<file path="src/rtl/pipeline_pkg.sv">
// pipeline_pkg: shared types for the core's hazard and forwarding logic.
package pipeline_pkg;

    typedef enum logic [1:0] {
        FWD_RF  = 2'b00,
        FWD_WB  = 2'b01,
        FWD_MEM = 2'b10
    } fwd_sel_t;

    typedef enum logic {
        RUN      = 1'b0,
        MEM_WAIT = 1'b1
    } hz_state_t;

endpackage

</file>
<file path="src/rtl/forwarding_unit.sv">
// forwarding_unit: selects the EX operand source; the younger MEM result beats WB.
module forwarding_unit
    import pipeline_pkg::*;
(
    input  logic [4:0] rsE,
    input  logic [4:0] rdM,
    input  logic       regWriteM,
    input  logic [4:0] rdW,
    input  logic       regWriteW,
    output fwd_sel_t   fwd
);

    always_comb
        fwd = (regWriteM && rdM != 5'd0 && rdM == rsE) ? FWD_MEM :
              (regWriteW && rdW != 5'd0 && rdW == rsE) ? FWD_WB  : FWD_RF;

endmodule

</file>
<file path="src/rtl/hazard_ctrl.sv">
// hazard_ctrl: pipeline stall/flush/forward control with a memory-wait watchdog
// and saturating stall/flush event counters.
module hazard_ctrl
    import pipeline_pkg::*;
#(
    parameter int TIMEOUT = 64,
    parameter int CNT_W   = 32
) (
    input  logic             clk,
    input  logic             rst_n,
    input  logic [4:0]       rs1D,
    input  logic [4:0]       rs2D,
    input  logic [4:0]       rs1E,
    input  logic [4:0]       rs2E,
    input  logic [4:0]       rdE,
    input  logic             memReadE,
    input  logic             pcSrcE,
    input  logic [4:0]       rdM,
    input  logic             regWriteM,
    input  logic             memReqM,
    input  logic             memReadyM,
    input  logic [4:0]       rdW,
    input  logic             regWriteW,
    output logic             stallF,
    output logic             stallD,
    output logic             stallE,
    output logic             stallM,
    output logic             flushD,
    output logic             flushE,
    output logic             flushW,
    output logic [1:0]       forwardAE,
    output logic [1:0]       forwardBE,
    output logic             memTimeout,
    output logic [CNT_W-1:0] stallCycles,
    output logic [CNT_W-1:0] flushEvents
);

    localparam int WW = $clog2(TIMEOUT + 1);

    hz_state_t     state, state_nxt;
    logic [WW-1:0] wait_cnt, wait_cnt_nxt;
    logic          mem_wait, lw_stall, any_stall, any_flush;
    fwd_sel_t      fwd_a, fwd_b;

    assign mem_wait = memReqM & ~memReadyM;
    assign lw_stall = memReadE & (rdE != 5'd0) & ((rdE == rs1D) | (rdE == rs2D));

    // Controls are forced quiet while reset is held, independent of the inputs.
    always_comb begin
        stallF = rst_n & (mem_wait | (~pcSrcE & lw_stall));
        stallD = stallF;
        stallE = rst_n & mem_wait;
        stallM = stallE;
        flushW = stallE;
        flushD = rst_n & ~mem_wait & pcSrcE;
        flushE = rst_n & ~mem_wait & (pcSrcE | lw_stall);
    end

    assign any_stall = stallF | stallD | stallE | stallM;
    assign any_flush = flushD | flushE;

    forwarding_unit u_fwd_a (
        .rsE(rs1E), .rdM(rdM), .regWriteM(regWriteM),
        .rdW(rdW), .regWriteW(regWriteW), .fwd(fwd_a)
    );

    forwarding_unit u_fwd_b (
        .rsE(rs2E), .rdM(rdM), .regWriteM(regWriteM),
        .rdW(rdW), .regWriteW(regWriteW), .fwd(fwd_b)
    );

    assign forwardAE = rst_n ? fwd_a : FWD_RF;
    assign forwardBE = rst_n ? fwd_b : FWD_RF;

    always_comb begin
        state_nxt    = (state == RUN) ? (mem_wait ? MEM_WAIT : RUN)
                                      : ((memReadyM | ~memReqM) ? RUN : MEM_WAIT);
        wait_cnt_nxt = (state == RUN) ? '0 :
                       (mem_wait && wait_cnt != WW'(TIMEOUT)) ? wait_cnt + 1'b1 : wait_cnt;
    end

    // The watchdog latches in the same edge the wait counter hits its limit.
    always_ff @(posedge clk or negedge rst_n) begin
        if (!rst_n) begin
            state       <= RUN;
            wait_cnt    <= '0;
            memTimeout  <= 1'b0;
            stallCycles <= '0;
            flushEvents <= '0;
        end else begin
            state      <= state_nxt;
            wait_cnt   <= wait_cnt_nxt;
            memTimeout <= memTimeout | (wait_cnt_nxt == WW'(TIMEOUT));
            if (any_stall && !(&stallCycles))
                stallCycles <= stallCycles + 1'b1;
            if (any_flush && !(&flushEvents))
                flushEvents <= flushEvents + 1'b1;
        end
    end

endmodule

</file>
<file path="config.mk">
export PLATFORM = sky130hd
export DESIGN_NAME = hazard_ctrl
export DESIGN_NICKNAME = d
export VERILOG_FILES = /design/src/rtl/pipeline_pkg.sv /design/src/rtl/forwarding_unit.sv /design/src/rtl/hazard_ctrl.sv
export SDC_FILE = /design/constraint.sdc
export NUM_CORES = 1
export LEC_CHECK = 0
export BUFFER_PORTS_ARGS = -buffer_cell sky130_fd_sc_hd__buf_2
export CAP_MARGIN = 20
export CORE_ASPECT_RATIO = 0.9
export CORE_MARGIN = 2
export CORE_UTILIZATION = 47
export DETAILED_ROUTE_END_ITERATION = 10
export PLACE_DENSITY = 0.74
export SETUP_SLACK_MARGIN = 0.3
export SLEW_MARGIN = 20
export SYNTH_ARGS = -nofsm -noshare
export SYNTH_HDL_FRONTEND = slang
export SYNTH_HIERARCHICAL = 1
export SYNTH_SLANG_ARGS = --single-unit
export TNS_END_PERCENT = 10
</file>
<file path="constraint.sdc">
create_clock -name clk -period 2.1 [get_ports clk]
set_clock_uncertainty 0.1 [all_clocks]
set_input_delay 0.105 -clock clk [delete_from_list [all_inputs] [get_ports clk]]
set_output_delay 0.105 -clock clk [all_outputs]
set_load 0.05 [all_outputs]
</file>
==> results_dict.tcl, run 1 <==
set metrics [dict create \
    status "complete, no violations" \
    synthFlopType "dfrtp_1" \
    fmax_mhz 489 \
    routedWlPerCell_um 15.5 \
    core_area_mm2 0.00853 \
    die_y_um 92.8 \
    grt.total_usage_pct 22.0 \
    area_growth_pct 38.3 \
    critPathKind "flip-flop to flip-flop" \
    drt_iter0_drc 142 \
    grt_pass1_wl_um 16500 \
    layoutNonFillerInstCount 688 \
    postLayoutCoreUtil_pct 66.8 \
    start_util_pct 48.3 \
    synthDistinctLibCells 44 \
    dieArea_mm2 0.00953 \
    maxCapViolations 0 \
    hold_violations 0 \
    final_area_mm2 0.00570 \
    placed_area_mm2 0.00515 \
    clockBufferDepth 2 \
    grt_max_degree 69 \
    slew_viol_final 0 \
    sequentialPowerShare_pct 42.7 \
    synth_commonest_cells "xnor2_1, dfrtp_1, nand4_1" \
    routed-via-count 3680 \
    nNetsFinal 611 \
    max_slew_margin_pct 43.7 \
    synth_edf_count 0 \
    clock-sinks 73 \
    rows 32 \
    cts_root_buf "clkbuf_8" \
    place_inst 668 \
    numCtsBuffers 9 \
    synth_most_common_cell "xnor2_1" \
    crit_arrival_ns 2.18 \
    n_fill_cell 673 \
    yosysSeqAreaShare_pct 44.3 \
    cp_max_fo 4 \
    p_sw_mw 1.32 \
    worst_hold_slack_ns 0.130 \
    syn_nets 448 \
    io_buffers 118 \
    ys_seq_elements 73 \
    setup_violations 0 \
    setup_tns_ns 0 \
    synthTopCellsByArea "dfrtp_1, xnor2_1, nand4_1" \
    synth.avg_cell_area_um2 10.3 \
    pre_cts_ws_ns 0.0406 \
    antenna_found_initial 0 \
    clkPwrFrac_pct 29.3 \
    tightestPinTransition_ns 0.844 \
    antenna_left 0 \
    p_total_mw 3.75 \
    synth_area_leader_cell "dfrtp_1" \
    pin_count 119 \
    leakage_nw 2.67 \
    cellPowerDensity_mw_per_mm2 659 \
    grt_pass1_vias 3493 \
    internal-power_mw 2.43 \
    gp_congestion 0.860 \
    finalCritPeriodShare_pct 97.4 \
    finalCriticalPeriod_ns 2.05 \
    htreeDepth 3 \
    clk_latency_ns 0.36 \
    cts_tree "done" \
    async_reset_ff_share_pct 100 \
    drt_pass1_iterations 4 \
    pwr-share-comb_pct 28.0 \
    overflow 0 \
    diodes 0 \
    swShare_pct 35.1 \
    vdd.ir_drop.worst_uv 780 \
    viasPerCell 5.35 \
    netlist_area_mm2 0.00412 \
    worstPathRequired_ns 2.23 \
    wl_um 10600 \
    layout_setup_ws_ns 0.0542 \
    path_clk_slew_ns 0.08 \
    drive_gt1_share_pct 43.4 \
    synth.top_cell.area_share_pct 44.3 \
    die_x_um 103 \
    end_kind "flip-flop" \
    yosysWarnings 6 \
    detailed_place_hpwl_um 7540 \
    syn_inst 401 \
    drc 0 \
    critPathLaunchType "flip-flop" \
    rsz0062_at_grt "true" \
    min_path_type "primary input to flip-flop" \
]
-- metal layers --
metal,wire length (um),vias up,track usage (%)
met5,0,-,0
met4,209,0,6.78
met3,606,22,5.96
met2,5150,125,34.3
met1,4670,1790,30.0
li1,-,1743,-
-- worst paths after layout --
path                                               to  depth (start not counted)  slack [ns]                   startpoint
setup / recovery           stallCycles[1]$_DFFE_PN0P_                          6        0.05  stallCycles[22]$_DFFE_PN0P_
hold / removal                        state$_DFF_PN0_                          3        0.13                      memReqM
setup reg to reg           stallCycles[1]$_DFFE_PN0P_                          6        0.05  stallCycles[22]$_DFFE_PN0P_
hold reg to reg                  memTimeout$_DFF_PN0_                          1        0.38         memTimeout$_DFF_PN0_
max in group asynchronous  flushEvents[9]$_DFFE_PN0P_                          3        0.76                        rst_n
min in group asynchronous             state$_DFF_PN0_                          2        0.16                        rst_n
-- critical path: stages, from the launching register on --
cell     delay [ns]
dfrtp_1        0.41
nand2_1        0.10
or4_4          0.59
nor2_4         0.17
nand3_4        0.13
nand2_4        0.12
mux2_4         0.29
-- placed cells by master, fill, tap and decap left out, drive strengths merged, types with 3 or more instances in the layout --
master	synthesis	layout
buf	13	167
nor4	3	3
nor2b	8	8
inv	6	7
and2	13	13
nor3	8	8
a21oi	4	4
xnor2	86	86
dfrtp	73	73
nor2	13	13
nand3	32	32
xor2	9	9
and4	5	5
ha	4	4
clkbuf	4	10
nand4b	4	4
nand4	40	40
nand2	25	25
and3	26	26
o21a	3	3
-- final cells by class --
cell class / instances / area [um2] / area share, %
clock buffer: 10 / 128 / 2.24
clock inverter: 6 / 67.6 / 1.19
inverter: 6 / 22.5 / 0.395
multi-input combinational: 305 / 2410 / 42.4
sequential: 73 / 1850 / 32.4
tap: 119 / 149 / 2.61
timing repair buffer: 169 / 1070 / 18.8
-- power groups by stage --
stage          clock (mW)  combinational, mW  sequential, mW
6_report             1.10               1.05            1.60
5_1_grt              1.19               1.12            1.61
4_1_cts              1.14              0.998            1.60
3_5_place_dp            0              0.986            1.62
3_3_place_gp            0              0.965            1.61
2_1_floorplan           0              0.278            1.97
-- sequential cells by signal, summed over array words and instances, names as in the netlist --
| signal | cells |
|---|---|
| flushEvents | 32 |
| stallCycles | 32 |
| state | 1 |
| memTimeout | 1 |
| wait_cnt | 7 |
-- timing repair --
action                                  in CTS  in global routing
endpoints found under the hold margin        5                  0
gates resized for setup                      5                 64
setup buffers                                1                  1
pin swaps                                    6                 58
endpoints found under the setup margin      65                 67
hold buffers                                 2                  0
-- kinds of logic after synthesis --
family          count (synthesis)  share of synthesized area (%)
simple gates                  184                           26.3
xor+xnor                       95                           20.2
flops                          73                           44.3
buf+inv                        23                           3.16
compound gates                 20                           4.25
fa+ha+maj                       4                           1.22
mux                             2                          0.547
Note: power is estimated with default switching activity, not from simulation.
==> run 2: changes to the inputs <==
--- a/config.mk
+++ b/config.mk
@@ -7,11 +7,13 @@
 export LEC_CHECK = 0
 export BUFFER_PORTS_ARGS = -buffer_cell sky130_fd_sc_hd__buf_2
 export CAP_MARGIN = 20
+export CELL_PAD_IN_SITES_DETAIL_PLACEMENT = 0
+export CELL_PAD_IN_SITES_GLOBAL_PLACEMENT = 1
 export CORE_ASPECT_RATIO = 0.9
 export CORE_MARGIN = 2
-export CORE_UTILIZATION = 47
+export CORE_UTILIZATION = 36
 export DETAILED_ROUTE_END_ITERATION = 10
-export PLACE_DENSITY = 0.74
+export PLACE_DENSITY = 0.75
 export SETUP_SLACK_MARGIN = 0.3
 export SLEW_MARGIN = 20
 export SYNTH_ARGS = -nofsm -noshare
==> run 2 against run 1 <==
The flow now finishes with violations (negative hold slack). Largest cell class unchanged. Register-to-register slack worse by 0.03 ns. Die area up 29%. Hold slack got worse by 0.17 ns. Routed wire length barely moved. Count of clock-buffer cells in the layout grew 2. Fmax down 1.6%. Non-clock buffer count rose by 6. Global-route usage down 4.4 points. First-iteration DRC count is 52% higher. Largest power group unchanged.
==> results_dict.tcl, run 2 (synthesized netlist as in run 1, its figures left out) <==
set metrics [dict create \
    status "complete, but fails checks" \
    violations "negative hold slack" \
    numCtsBuffers 9 \
    cellPowerDensity_mw_per_mm2 728 \
    leakage_nw 2.70 \
    final_common_cell "buf_2" \
    antenna_found_initial 0 \
    slew_viol_final 0 \
    cts_root_buf "clkbuf_16" \
    dieArea_mm2 0.0123 \
    die_x_um 117 \
    p_sw_mw 1.32 \
    critPathLaunchType "flip-flop" \
    grtUsageMet1_pct 24.4 \
    grt_pass1_wl_um 17500 \
    crit_arrival_ns 2.19 \
    tightestPinTransition_ns 0.816 \
    cp.buffers_inverters 1 \
    overflow 0 \
    routedWlPerCell_um 14.5 \
    area_growth_pct 39.5 \
    clockBufferDepth 2 \
    clk_latency_ns 0.32 \
    critPathKind "flip-flop to flip-flop" \
    start_util_pct 36.5 \
    min_path_type "primary input to asynchronous set/reset pin" \
    layout_setup_ws_ns 0.0213 \
    vdd.ir_drop.worst_uv 699 \
    cts_tree "done" \
    drc 0 \
    busiest_layer "met2" \
    internal-power_mw 2.87 \
    worstPathRequired_ns 2.21 \
    clkPwrFrac_pct 37.1 \
    pre_cts_ws_ns -0.00126 \
    maxCapViolations 0 \
    reg2reg_from "flushEvents[0]$_DFFE_PN0P_" \
    pin_count 119 \
    path_clk_slew_ns 0.06 \
    worst_hold_slack_ns -0.0385 \
    die_y_um 105 \
    crit_chain "ha_4, and3_4, nor4b_4, nand4_1, o221a_4, buf_6, mux2_2" \
    rsz0062_at_grt "true" \
    wl_um 10600 \
    fmax_mhz 481 \
    finalCriticalPeriod_ns 2.08 \
    drive_gt1_share_pct 40.9 \
    core_area_mm2 0.0113 \
    max_slew_margin_pct 45.6 \
    drt_iter0_drc 216 \
    end_kind "flip-flop" \
    htreeDepth 3 \
    viasPerCell 4.97 \
    grt_max_degree 64 \
    crit_start "flushEvents[0]$_DFFE_PN0P_" \
    r2r_setup_slack_ns 0.02 \
    crit_slowest_cell "dfrtp_2" \
    detailed_place_hpwl_um 7980 \
    swShare_pct 31.5 \
    finalCritPeriodShare_pct 99.0 \
    grt.met2_usage_pct 28.5 \
    sequentialPowerShare_pct 38.1 \
    diodes 0 \
    met3_usage_pct 2.99 \
    antenna_left 0 \
    grt.total_usage_pct 17.7 \
    mostFrequentLayoutCells "buf_2, xnor2_1, dfrtp_1" \
    final_area_mm2 0.00575 \
    path_delay_family "simple AND/OR/NAND/NOR gates" \
    pwr-share-comb_pct 24.8 \
    r2r_end "flushEvents[1]$_DFFE_PN0P_" \
    routed-via-count 3635 \
    p_total_mw 4.18 \
    rows 37 \
    cp_max_fo 5 \
    cp_slowest_stage_delay_ns 0.38 \
    clock-sinks 73 \
    io_buffers 118 \
    grt_pass1_vias 3648 \
    largest_registers "flushEvents (32), stallCycles (32), wait_cnt (7)" \
    placed_area_mm2 0.00524 \
    drt_pass1_iterations 4 \
    nNetsFinal 617 \
    setup_violations 0 \
    ff2ff_path_depth 7 \
    hold_violations 17 \
    postLayoutCoreUtil_pct 50.9 \
    gp_congestion 0.870 \
]
==> run 2: how the worst max path moves through the flow <==
stage,to,slack [ns],depth (start not counted)
final,flushEvents[1]$_DFFE_PN0P_,0.02,7
after global routing,flushEvents[1]$_DFFE_PN0P_,-0.04,7
after CTS,flushEvents[1]$_DFFE_PN0P_,0.02,7
after detailed placement,flushEvents[1]$_DFFE_PN0P_,-0.001,7
after global placement,flushEvents[1]$_DFFE_PN0P_,-0.001,7
after floorplan,flushEvents[16]$_DFFE_PN0P_,-0.21,10
==> run 2: what timing repair did <==
action                                  CTS  global route
resized for setup                         3            38
hold endpoints to repair                 10             0
setup buffers                             1             1
endpoints found under the setup margin   67            70
pin swaps                                 2            41
gates cloned                              0             1
hold buffers                              1             0
==> run 2: stage by stage <==
| stage | hold slack [ns] | instances | TNS [ns] |
|---|---|---|---|
| 6_report | -0.0385 | 731 | 0 |
| 5_1_grt | 0.0558 | 731 | -0.147 |
| 4_1_cts | 0.00534 | 729 | 0 |
| 3_5_place_dp | -0.116 | 711 | -0.00126 |
| 3_3_place_gp | -0.114 | 711 | -0.00111 |
| 2_1_floorplan | -0.291 | 401 | -8.10 |
==> run 2: final cells by class <==
| cell class | count | area [um2] |
|---|---|---|
| inverters | 6 | 22.5 |
| clock buffers | 12 | 256 |
| multi-input cells | 305 | 2280 |
| clock inverters | 4 | 51.3 |
| flip-flops and latches | 73 | 1850 |
| fillers | 1088 | 5550 |
| well taps | 156 | 195 |
| repair buffers | 175 | 1100 |
==> run 2: power groups by stage <==
| stage | sequential [mW] | combinational (mW) | clock, mW |
|---|---|---|---|
| 2_1_floorplan | 1.97 | 0.278 | 0 |
| 3_3_place_gp | 1.61 | 0.983 | 0 |
| 3_5_place_dp | 1.61 | 1.00 | 0 |
| 4_1_cts | 1.59 | 1.01 | 1.60 |
| 5_1_grt | 1.61 | 1.12 | 1.66 |
| 6_report | 1.59 | 1.04 | 1.55 |
==> run 2: metal layers <==
layer  vias up  part of all wire [%]
met5         -                     0
met4         0                   1.5
met3        13                   3.6
met2        81                    48
met1      1773                    46
li1       1768                     -
